### src/rtl/one_to_two_pkg.sv
`default_nettype none
// ============================================================================
//  Module      : one_to_two_pkg
//  Description : Shared constants for the one_to_two width up-converter.
//                Holds the default word width and the encoding of the
//                converter occupancy state {dout_valid, lo_valid}.
//  Revision    : 1.0 - initial release
// ============================================================================
package one_to_two_pkg;

    // Default width of one input word.
    localparam int unsigned DEFAULT_WORD_LEN = 33;

    // Occupancy state, encoded as {dout_valid, lo_valid}.
    localparam logic [1:0] ST_EMPTY    = 2'b00;
    localparam logic [1:0] ST_HALF     = 2'b01;
    localparam logic [1:0] ST_OUT      = 2'b10;
    localparam logic [1:0] ST_OUT_HALF = 2'b11;

endpackage : one_to_two_pkg
`default_nettype wire

### src/rtl/one_to_two_if.sv
`default_nettype none
// ============================================================================
//  Module      : one_to_two_if
//  Description : Stream bundle for the one_to_two converter: a word-wide
//                ready/valid input and a pair-wide ready/valid output.
//                master : producer of din / consumer of dout (environment)
//                slave  : the converter itself
//  Macro       : ONE_TO_TWO_FLUSH_EN adds din_last and dout_half.
//  Revision    : 1.0 - initial release
// ============================================================================
interface one_to_two_if #(
    parameter int unsigned WORD_LEN = 33
);
    logic [WORD_LEN-1:0]   din;
    logic                  din_valid;
    logic                  din_ready;
    logic [2*WORD_LEN-1:0] dout;
    logic                  dout_valid;
    logic                  dout_ready;
`ifdef ONE_TO_TWO_FLUSH_EN
    logic                  din_last;
    logic                  dout_half;
`endif

`ifdef ONE_TO_TWO_FLUSH_EN
    modport master (
        output din, din_valid, din_last, dout_ready,
        input  din_ready, dout, dout_valid, dout_half
    );
    modport slave (
        input  din, din_valid, din_last, dout_ready,
        output din_ready, dout, dout_valid, dout_half
    );
`else
    modport master (
        output din, din_valid, dout_ready,
        input  din_ready, dout, dout_valid
    );
    modport slave (
        input  din, din_valid, dout_ready,
        output din_ready, dout, dout_valid
    );
`endif

endinterface : one_to_two_if
`default_nettype wire

### src/rtl/one_to_two_out_stage.sv
`default_nettype none
// ============================================================================
//  Module      : one_to_two_out_stage
//  Description : Output pair register of the one_to_two converter. Loads a
//                complete pair on i_load, holds it until consumed, and tells
//                the front end whether the slot can take a pair this cycle.
//  Ports       : clk, rst_n       - clock, synchronous active-low reset
//                i_load           - load i_load_data into the pair register
//                i_load_data      - pair to load, {upper, lower}
//                i_load_half      - (flush build) loaded pair is half-padded
//                i_dout_ready     - downstream consumes the held pair
//                o_dout           - registered pair
//                o_dout_valid     - o_dout holds a pair
//                o_dout_half      - (flush build) upper half is padding
//                o_out_free       - slot empty or emptying this cycle
//  Macro       : ONE_TO_TWO_FLUSH_EN adds the half-pair flag.
//  Revision    : 1.0 - initial release
// ============================================================================
module one_to_two_out_stage
    import one_to_two_pkg::*;
#(
    parameter int unsigned WORD_LEN = DEFAULT_WORD_LEN
) (
    input  logic                  clk,
    input  logic                  rst_n,
    input  logic                  i_load,
    input  logic [2*WORD_LEN-1:0] i_load_data,
`ifdef ONE_TO_TWO_FLUSH_EN
    input  logic                  i_load_half,
    output logic                  o_dout_half,
`endif
    input  logic                  i_dout_ready,
    output logic [2*WORD_LEN-1:0] o_dout,
    output logic                  o_dout_valid,
    output logic                  o_out_free
);

    logic [2*WORD_LEN-1:0] r_dout;
    logic                  r_dout_valid;
`ifdef ONE_TO_TWO_FLUSH_EN
    logic                  r_dout_half;
`endif

    // A load always wins over a drain: when both happen on one edge the old
    // pair leaves and the new one takes its place, so valid stays high.
    always_ff @(posedge clk) begin
        if (!rst_n) begin
            r_dout       <= '0;
            r_dout_valid <= 1'b0;
`ifdef ONE_TO_TWO_FLUSH_EN
            r_dout_half  <= 1'b0;
`endif
        end else if (i_load) begin
            r_dout       <= i_load_data;
            r_dout_valid <= 1'b1;
`ifdef ONE_TO_TWO_FLUSH_EN
            r_dout_half  <= i_load_half;
`endif
        end else if (i_dout_ready) begin
            r_dout_valid <= 1'b0;
        end
    end

    assign o_dout       = r_dout;
    assign o_dout_valid = r_dout_valid;
    assign o_out_free   = !r_dout_valid || i_dout_ready;
`ifdef ONE_TO_TWO_FLUSH_EN
    assign o_dout_half  = r_dout_half;
`endif

endmodule : one_to_two_out_stage
`default_nettype wire

### src/rtl/one_to_two.sv
`default_nettype none
// ============================================================================
//  Module      : one_to_two
//  Description : Width up-converter. Accepts WORD_LEN words on a ready/valid
//                stream and emits them as 2*WORD_LEN pairs, first word in the
//                lower half. One word per cycle in, one pair per two cycles
//                out when the output is never stalled.
//  Ports       : clk    - rising-edge clock
//                rst_n  - synchronous active-low reset
//                bus    - one_to_two_if.slave: din/din_valid/din_ready,
//                         dout/dout_valid/dout_ready (+ din_last/dout_half)
//  Macro       : ONE_TO_TWO_FLUSH_EN - a word marked din_last that lands in
//                the lower slot is emitted alone with a zero upper half.
//  Revision    : 1.0 - initial release
// ============================================================================
module one_to_two
    import one_to_two_pkg::*;
#(
    parameter int unsigned WORD_LEN = DEFAULT_WORD_LEN
) (
    input  logic        clk,
    input  logic        rst_n,
    one_to_two_if.slave bus
);

    // Lower-half holding slot.
    logic [WORD_LEN-1:0]   r_lo;
    logic                  r_lo_valid;
`ifdef ONE_TO_TWO_FLUSH_EN
    logic                  r_lo_last;
    logic                  w_flush;
`endif

    logic                  w_out_free;
    logic                  w_dout_valid;
    logic [1:0]            w_state;
    logic                  w_din_ready;
    logic                  w_accept;
    logic                  w_load_pair;
    logic                  w_load;
    logic [2*WORD_LEN-1:0] w_load_data;
    logic                  w_lo_blocked;

    // din_ready depends only on registered flags and dout_ready, never on
    // din_valid, so there is no combinational loop through the producer.
    always_comb begin
        w_state     = {w_dout_valid, r_lo_valid};
        w_din_ready = 1'b0;
`ifdef ONE_TO_TWO_FLUSH_EN
        // A held last word must leave alone before anything else enters.
        w_lo_blocked = r_lo_last;
`else
        w_lo_blocked = 1'b0;
`endif
        case (w_state)
            ST_EMPTY:    w_din_ready = 1'b1;
            ST_OUT:      w_din_ready = 1'b1;
            ST_HALF:     w_din_ready = !w_lo_blocked;
            ST_OUT_HALF: w_din_ready = bus.dout_ready && !w_lo_blocked;
            default:     w_din_ready = 1'b0;
        endcase
    end

    assign w_accept    = bus.din_valid && w_din_ready;
    // Second word of a pair: only reachable when the out slot is free.
    assign w_load_pair = w_accept && r_lo_valid;

`ifdef ONE_TO_TWO_FLUSH_EN
    assign w_flush     = r_lo_valid && r_lo_last && w_out_free;
    assign w_load      = w_load_pair || w_flush;
    assign w_load_data = w_flush ? {{WORD_LEN{1'b0}}, r_lo} : {bus.din, r_lo};
`else
    assign w_load      = w_load_pair;
    assign w_load_data = {bus.din, r_lo};
`endif

    // lo keeps its contents when it empties; only the flag is cleared.
    always_ff @(posedge clk) begin
        if (!rst_n) begin
            r_lo       <= '0;
            r_lo_valid <= 1'b0;
`ifdef ONE_TO_TWO_FLUSH_EN
            r_lo_last  <= 1'b0;
`endif
        end else if (w_accept && !r_lo_valid) begin
            r_lo       <= bus.din;
            r_lo_valid <= 1'b1;
`ifdef ONE_TO_TWO_FLUSH_EN
            r_lo_last  <= bus.din_last;
`endif
        end else if (w_load) begin
            r_lo_valid <= 1'b0;
`ifdef ONE_TO_TWO_FLUSH_EN
            r_lo_last  <= 1'b0;
`endif
        end
    end

    one_to_two_out_stage #(
        .WORD_LEN     (WORD_LEN)
    ) u_out_stage (
        .clk          (clk),
        .rst_n        (rst_n),
        .i_load       (w_load),
        .i_load_data  (w_load_data),
`ifdef ONE_TO_TWO_FLUSH_EN
        .i_load_half  (w_flush),
        .o_dout_half  (bus.dout_half),
`endif
        .i_dout_ready (bus.dout_ready),
        .o_dout       (bus.dout),
        .o_dout_valid (w_dout_valid),
        .o_out_free   (w_out_free)
    );

    assign bus.dout_valid = w_dout_valid;
    assign bus.din_ready  = w_din_ready;

endmodule : one_to_two
`default_nettype wire

### src/flat_wrapper.sv
// flat-port wrapper written by rule: the top's interface ports become plain ports
module one_to_two_flat import one_to_two_pkg::*;
#(
    parameter int unsigned WORD_LEN = DEFAULT_WORD_LEN
)
  (clk, rst_n, bus_din, bus_din_valid, bus_dout_ready, bus_din_ready, bus_dout, bus_dout_valid);
  one_to_two_if #(.WORD_LEN(WORD_LEN)) bus_i ();
  input  logic clk;
  input  logic rst_n;
  input wire logic [$bits(bus_i.din)-1:0] bus_din;
  input wire logic [$bits(bus_i.din_valid)-1:0] bus_din_valid;
  input wire logic [$bits(bus_i.dout_ready)-1:0] bus_dout_ready;
  output wire logic [$bits(bus_i.din_ready)-1:0] bus_din_ready;
  output wire logic [$bits(bus_i.dout)-1:0] bus_dout;
  output wire logic [$bits(bus_i.dout_valid)-1:0] bus_dout_valid;
  assign bus_i.din = bus_din;
  assign bus_i.din_valid = bus_din_valid;
  assign bus_i.dout_ready = bus_dout_ready;
  assign bus_din_ready = bus_i.din_ready;
  assign bus_dout = bus_i.dout;
  assign bus_dout_valid = bus_i.dout_valid;
  one_to_two #(.WORD_LEN(WORD_LEN)) u_core (.clk(clk), .rst_n(rst_n), .bus(bus_i));
endmodule
### config.mk
export PLATFORM = sky130hd
export DESIGN_NAME = one_to_two_flat
export DESIGN_NICKNAME = d
export VERILOG_FILES = /design/src/rtl/one_to_two_pkg.sv /design/src/rtl/one_to_two_if.sv /design/src/rtl/one_to_two_out_stage.sv /design/src/rtl/one_to_two.sv /design/src/flat_wrapper.sv
export SDC_FILE = /design/constraint.sdc
export NUM_CORES = 1
export LEC_CHECK = 0
export ABC_AREA = 0
export ABC_CLOCK_PERIOD_IN_PS = 1650
export CORE_MARGIN = 2
export CORE_UTILIZATION = 48
export DETAILED_ROUTE_END_ITERATION = 16
export PLACE_DENSITY = 0.89
export SLEW_MARGIN = 5
export SYNTH_ARGS = -nofsm -noshare
export SYNTH_HDL_FRONTEND = slang
export SYNTH_HIERARCHICAL = 1
export SYNTH_SLANG_ARGS = --single-unit
### constraint.sdc
create_clock -name clk -period 1.65 [get_ports clk]
set_input_delay 0.33 -clock clk [delete_from_list [all_inputs] [get_ports clk]]
set_output_delay 0.33 -clock clk [all_outputs]
set_load 0.005 [all_outputs]
==> reports/metrics.yaml, run 1 <==
critPathRequiredTime_ns: 1.32
fin_ws_ns: 0.07180
core_area_sq_um: 8134
final_max_slew_viol_count: 0
cts_root_buf: "clkbuf_8"
dp_hpwl_mm: 5.561
fp.dieW_um: 94.98
seq_area_sq_um: 2022
first_pass_iters: 4
cts_tree: "built"
power_density_nw_per_um2: 917.2
synth_top_family_by_area: "multiplexers"
path_buf_inv: 1
start_util: 0.4884
max_freq_mhz: 633.6
peakVddDrop_mv: 0.6390
end_kind: "output pin"
clk_latency_ns: 0.35
netlist_instances: 367
drc: 0
max_stage_delay_ns: 0.52
clock-sinks: 101
ys_ff_latch: 101
skew_ns: 0.009026
p_leak_nw: 1.914
critical_path_arrival_ns: 1.25
pwr-share-clk: 0.344
finalHoldViolCount: 0
first_global_vias: 2716
track_usage: 0.1795
clockBufferDepth: 2
synthAdderAreaFrac: 0
synth_mux_area_frac: 0.2494
tightestPinTransition_ns: 0.3122
hold_end: "u_core/r_lo[20]$_SDFFE_PN0P_"
diodes: 0
power_mw: 4.853
ff2ff_setup_slack_ns: 0.24
drt_iter0_markers: 40
critical_path_class: "reg -> out"
fp.dieArea_sq_um: 9020
fin_nets: 506
synth_nets: 404
fill_cells: 643
postCtsHoldBufs: 0
syn_area_sq_um: 3973
ys_types: 18
hold_start: "rst_n"
timing.rr.end: "u_core/u_out_stage/o_dout[12]$_SDFFE_PN0P_"
routabilityCongestion: 0.7730
cts_made_buffers: 9
die_h_um: 94.98
yosys.area_share.xor_xnor: 0
hold_depth: 3
p_sw_mw: 1.091
area_delta_synth_final_pct: 33.20
cp-start-kind: "flip-flop"
grt_remaining_overflow: 0
route.vias.total: 2747
numPortBuffers: 104
critical-path-top-delay-family: "buffers and inverters"
rsz0062_at_grt: "no"
row_count: 33
grt_pass1_wl_mm: 12.75
setup_violations: 0
ys_seq_area_frac: 0.5090
cts_resized: 1
cts_max_level: 3
yosysWarnings: 6
p_comb_frac: 0.121
reg2reg_from: "u_core/r_lo_valid$_SDFFE_PN0P_"
num_io_pins: 105
path_cells: "clkdlybuf4s50_1"
ant_nets: 0
grt_antenna_before_repair: 0
syn_area_per_cell_sq_um: 10.82
crit_fanout: 4
synth-compound-area-share: 0.004724
max_cap_violations: 0
min_period_ns: 1.578
r2r_cells: 4
maxSlewHeadroom: 0.7919
synth_simple_gate_area_share: 0.1754
wire_per_inst_um: 13.58
drive_gt1_frac: 0.06540
grt_max_degree: 60
pre_cts_slack_ns: -0.2228
clk_pin_slew_ns: 0.09
postCtsSetupBuffers: 0
critical-path-slowest-cell: "clkdlybuf4s50_1"
p_sw_frac: 0.2249
status: "finished clean"
hold_path.class: "in -> reg"
multiInputGateArea_sq_um: 1715
routed_wl_mm: 7.865
p_int_mw: 3.762
seqPwrFrac: 0.536
post-route-period-util: 0.9565
viasPerCell: 4.744
worst min-delay path, cell delays in order:
cell     delay [ns]
buf_4          0.21
nand2_1        0.11
mux2i_1        0.05
state kept, by name, summed over array words and instances (netlist names):
name / count
u_core/r_lo: 33
u_core/r_lo_valid: 1
u_core/u_out_stage/o_dout: 66
u_core/u_out_stage/o_dout_valid: 1
cell families after synthesis:
| kind of cell | count (synthesis) |
|---|---|
| DFF | 101 |
| AOI/OAI and AO/OA | 3 |
| buffers and inverters | 27 |
| and+or+nand+nor | 137 |
| muxes | 99 |
worst max path at each step:
| stage | start | to | slack, ns | cells after the start |
|---|---|---|---|---|
| global route | u_core/u_out_stage/o_dout[26]$_SDFFE_PN0P_ | bus_dout[26] | 0.03 | 1 |
| detailed placement | bus_dout_ready | u_core/u_out_stage/o_dout[64]$_SDFFE_PN0P_ | -0.22 | 6 |
| finish | u_core/u_out_stage/o_dout_valid$_SDFFE_PN0P_ | bus_dout_valid | 0.07 | 1 |
| CTS | u_core/u_out_stage/o_dout_valid$_SDFFE_PN0P_ | bus_dout_valid | 0.04 | 1 |
| global placement | bus_dout_ready | u_core/u_out_stage/o_dout[44]$_SDFFE_PN0P_ | -0.15 | 6 |
| floorplan | bus_dout_ready | u_core/u_out_stage/o_dout[53]$_SDFFE_PN0P_ | 0.27 | 7 |
cells in the mapped netlist:
library cell    n  area, sq um
buf_6           1        11.26
a31oi_1         1        6.260
buf_2           6        30.03
buf_8           1        15.01
inv_1           1        3.750
dfxtp_1       101         2022
buf_12          6        120.1
a21boi_0        1        7.510
buf_4           5        37.54
nand2b_1        2        12.51
and3_2          1        7.510
nand2_1        66        247.7
nor2b_2         1        8.760
nor2b_1        66        412.9
o21ai_0         1        5.000
mux2i_1        99        991.0
clkbuf_1        7        26.28
nand3b_1        1        7.510
area by class of cell:
type                       instances  share of cell area
sequential                       101              0.3821
multi-input combinational        239              0.3242
timing repair buffer             117              0.2263
clock buffer                      14             0.03452
tap                              105             0.02483
clock inverter                     2            0.007330
inverter                           1           0.0007094
per-layer routing:
layer  wire [um]  track usage  part of all wire
met5           0            0                 0
met1        3416       0.2108              0.43
met2        3963       0.3126              0.50
met3         341      0.03831             0.043
met4         144      0.08213             0.018
through the flow:
stage               utilization  setup TNS, ns  hold slack (ns)  instances  instance area [sq um]
CTS                      0.6505              0           0.3784        579                   5291
global placement         0.6234         -7.705           0.4417        563                   5071
floorplan                     -              0           0.4344        367                   3973
global route             0.6505              0           0.3989        579                   5291
detailed placement       0.6234         -11.11           0.4502        563                   5071
finish                   0.6505              0           0.4048        579                   5291
power groups by stage:
stage                     registers (mW)  clock network (mW)  logic, mW
after floorplan                     2.65                   0      0.349
after global placement              2.65                   0      0.572
after detailed placement            2.66                   0      0.590
after CTS                           2.60                1.72      0.592
after global routing                2.61                1.79      0.633
final                               2.60                1.67      0.585
layout by cell type, fill, tap and decap left out, drive strengths merged:
| master | synthesis | final |
|---|---|---|
| clkinv | 0 | 1 |
| nand2 | 66 | 66 |
| and3 | 1 | 1 |
| nand2b | 2 | 2 |
| nand3b | 1 | 1 |
| bufinv | 0 | 1 |
| nor2b | 67 | 67 |
| dlygate4sd2 | 0 | 1 |
| buf | 19 | 14 |
| clkdlybuf4s50 | 0 | 102 |
| a31oi | 1 | 1 |
| o21ai | 1 | 1 |
| clkbuf | 7 | 14 |
| mux2i | 99 | 99 |
| a21boi | 1 | 1 |
| dfxtp | 101 | 101 |
| inv | 1 | 1 |
No activity file was read; power rests on OpenSTA's default activity.
==> run 2, diff against run 1 <==
--- a/config.mk
+++ b/config.mk
@@ -11,7 +11,7 @@
 export CORE_UTILIZATION = 48
 export DETAILED_ROUTE_END_ITERATION = 16
 export PLACE_DENSITY = 0.89
-export SLEW_MARGIN = 5
+export SLEW_MARGIN = 20
 export SYNTH_ARGS = -nofsm -noshare
 export SYNTH_HDL_FRONTEND = slang
 export SYNTH_HIERARCHICAL = 1
==> results of run 2 <==
Same layout as run 1: the final DEF is identical, and so are final timing and power.
==> run 3, diff against run 2 <==
--- a/config.mk
+++ b/config.mk
@@ -9,6 +9,7 @@
 export ABC_CLOCK_PERIOD_IN_PS = 1650
 export CORE_MARGIN = 2
 export CORE_UTILIZATION = 48
+export CTS_CLUSTER_DIAMETER = 50
 export DETAILED_ROUTE_END_ITERATION = 16
 export PLACE_DENSITY = 0.89
 export SLEW_MARGIN = 20
==> results of run 3 <==
Same layout as run 1: the final DEF is identical, and so are final timing and power.
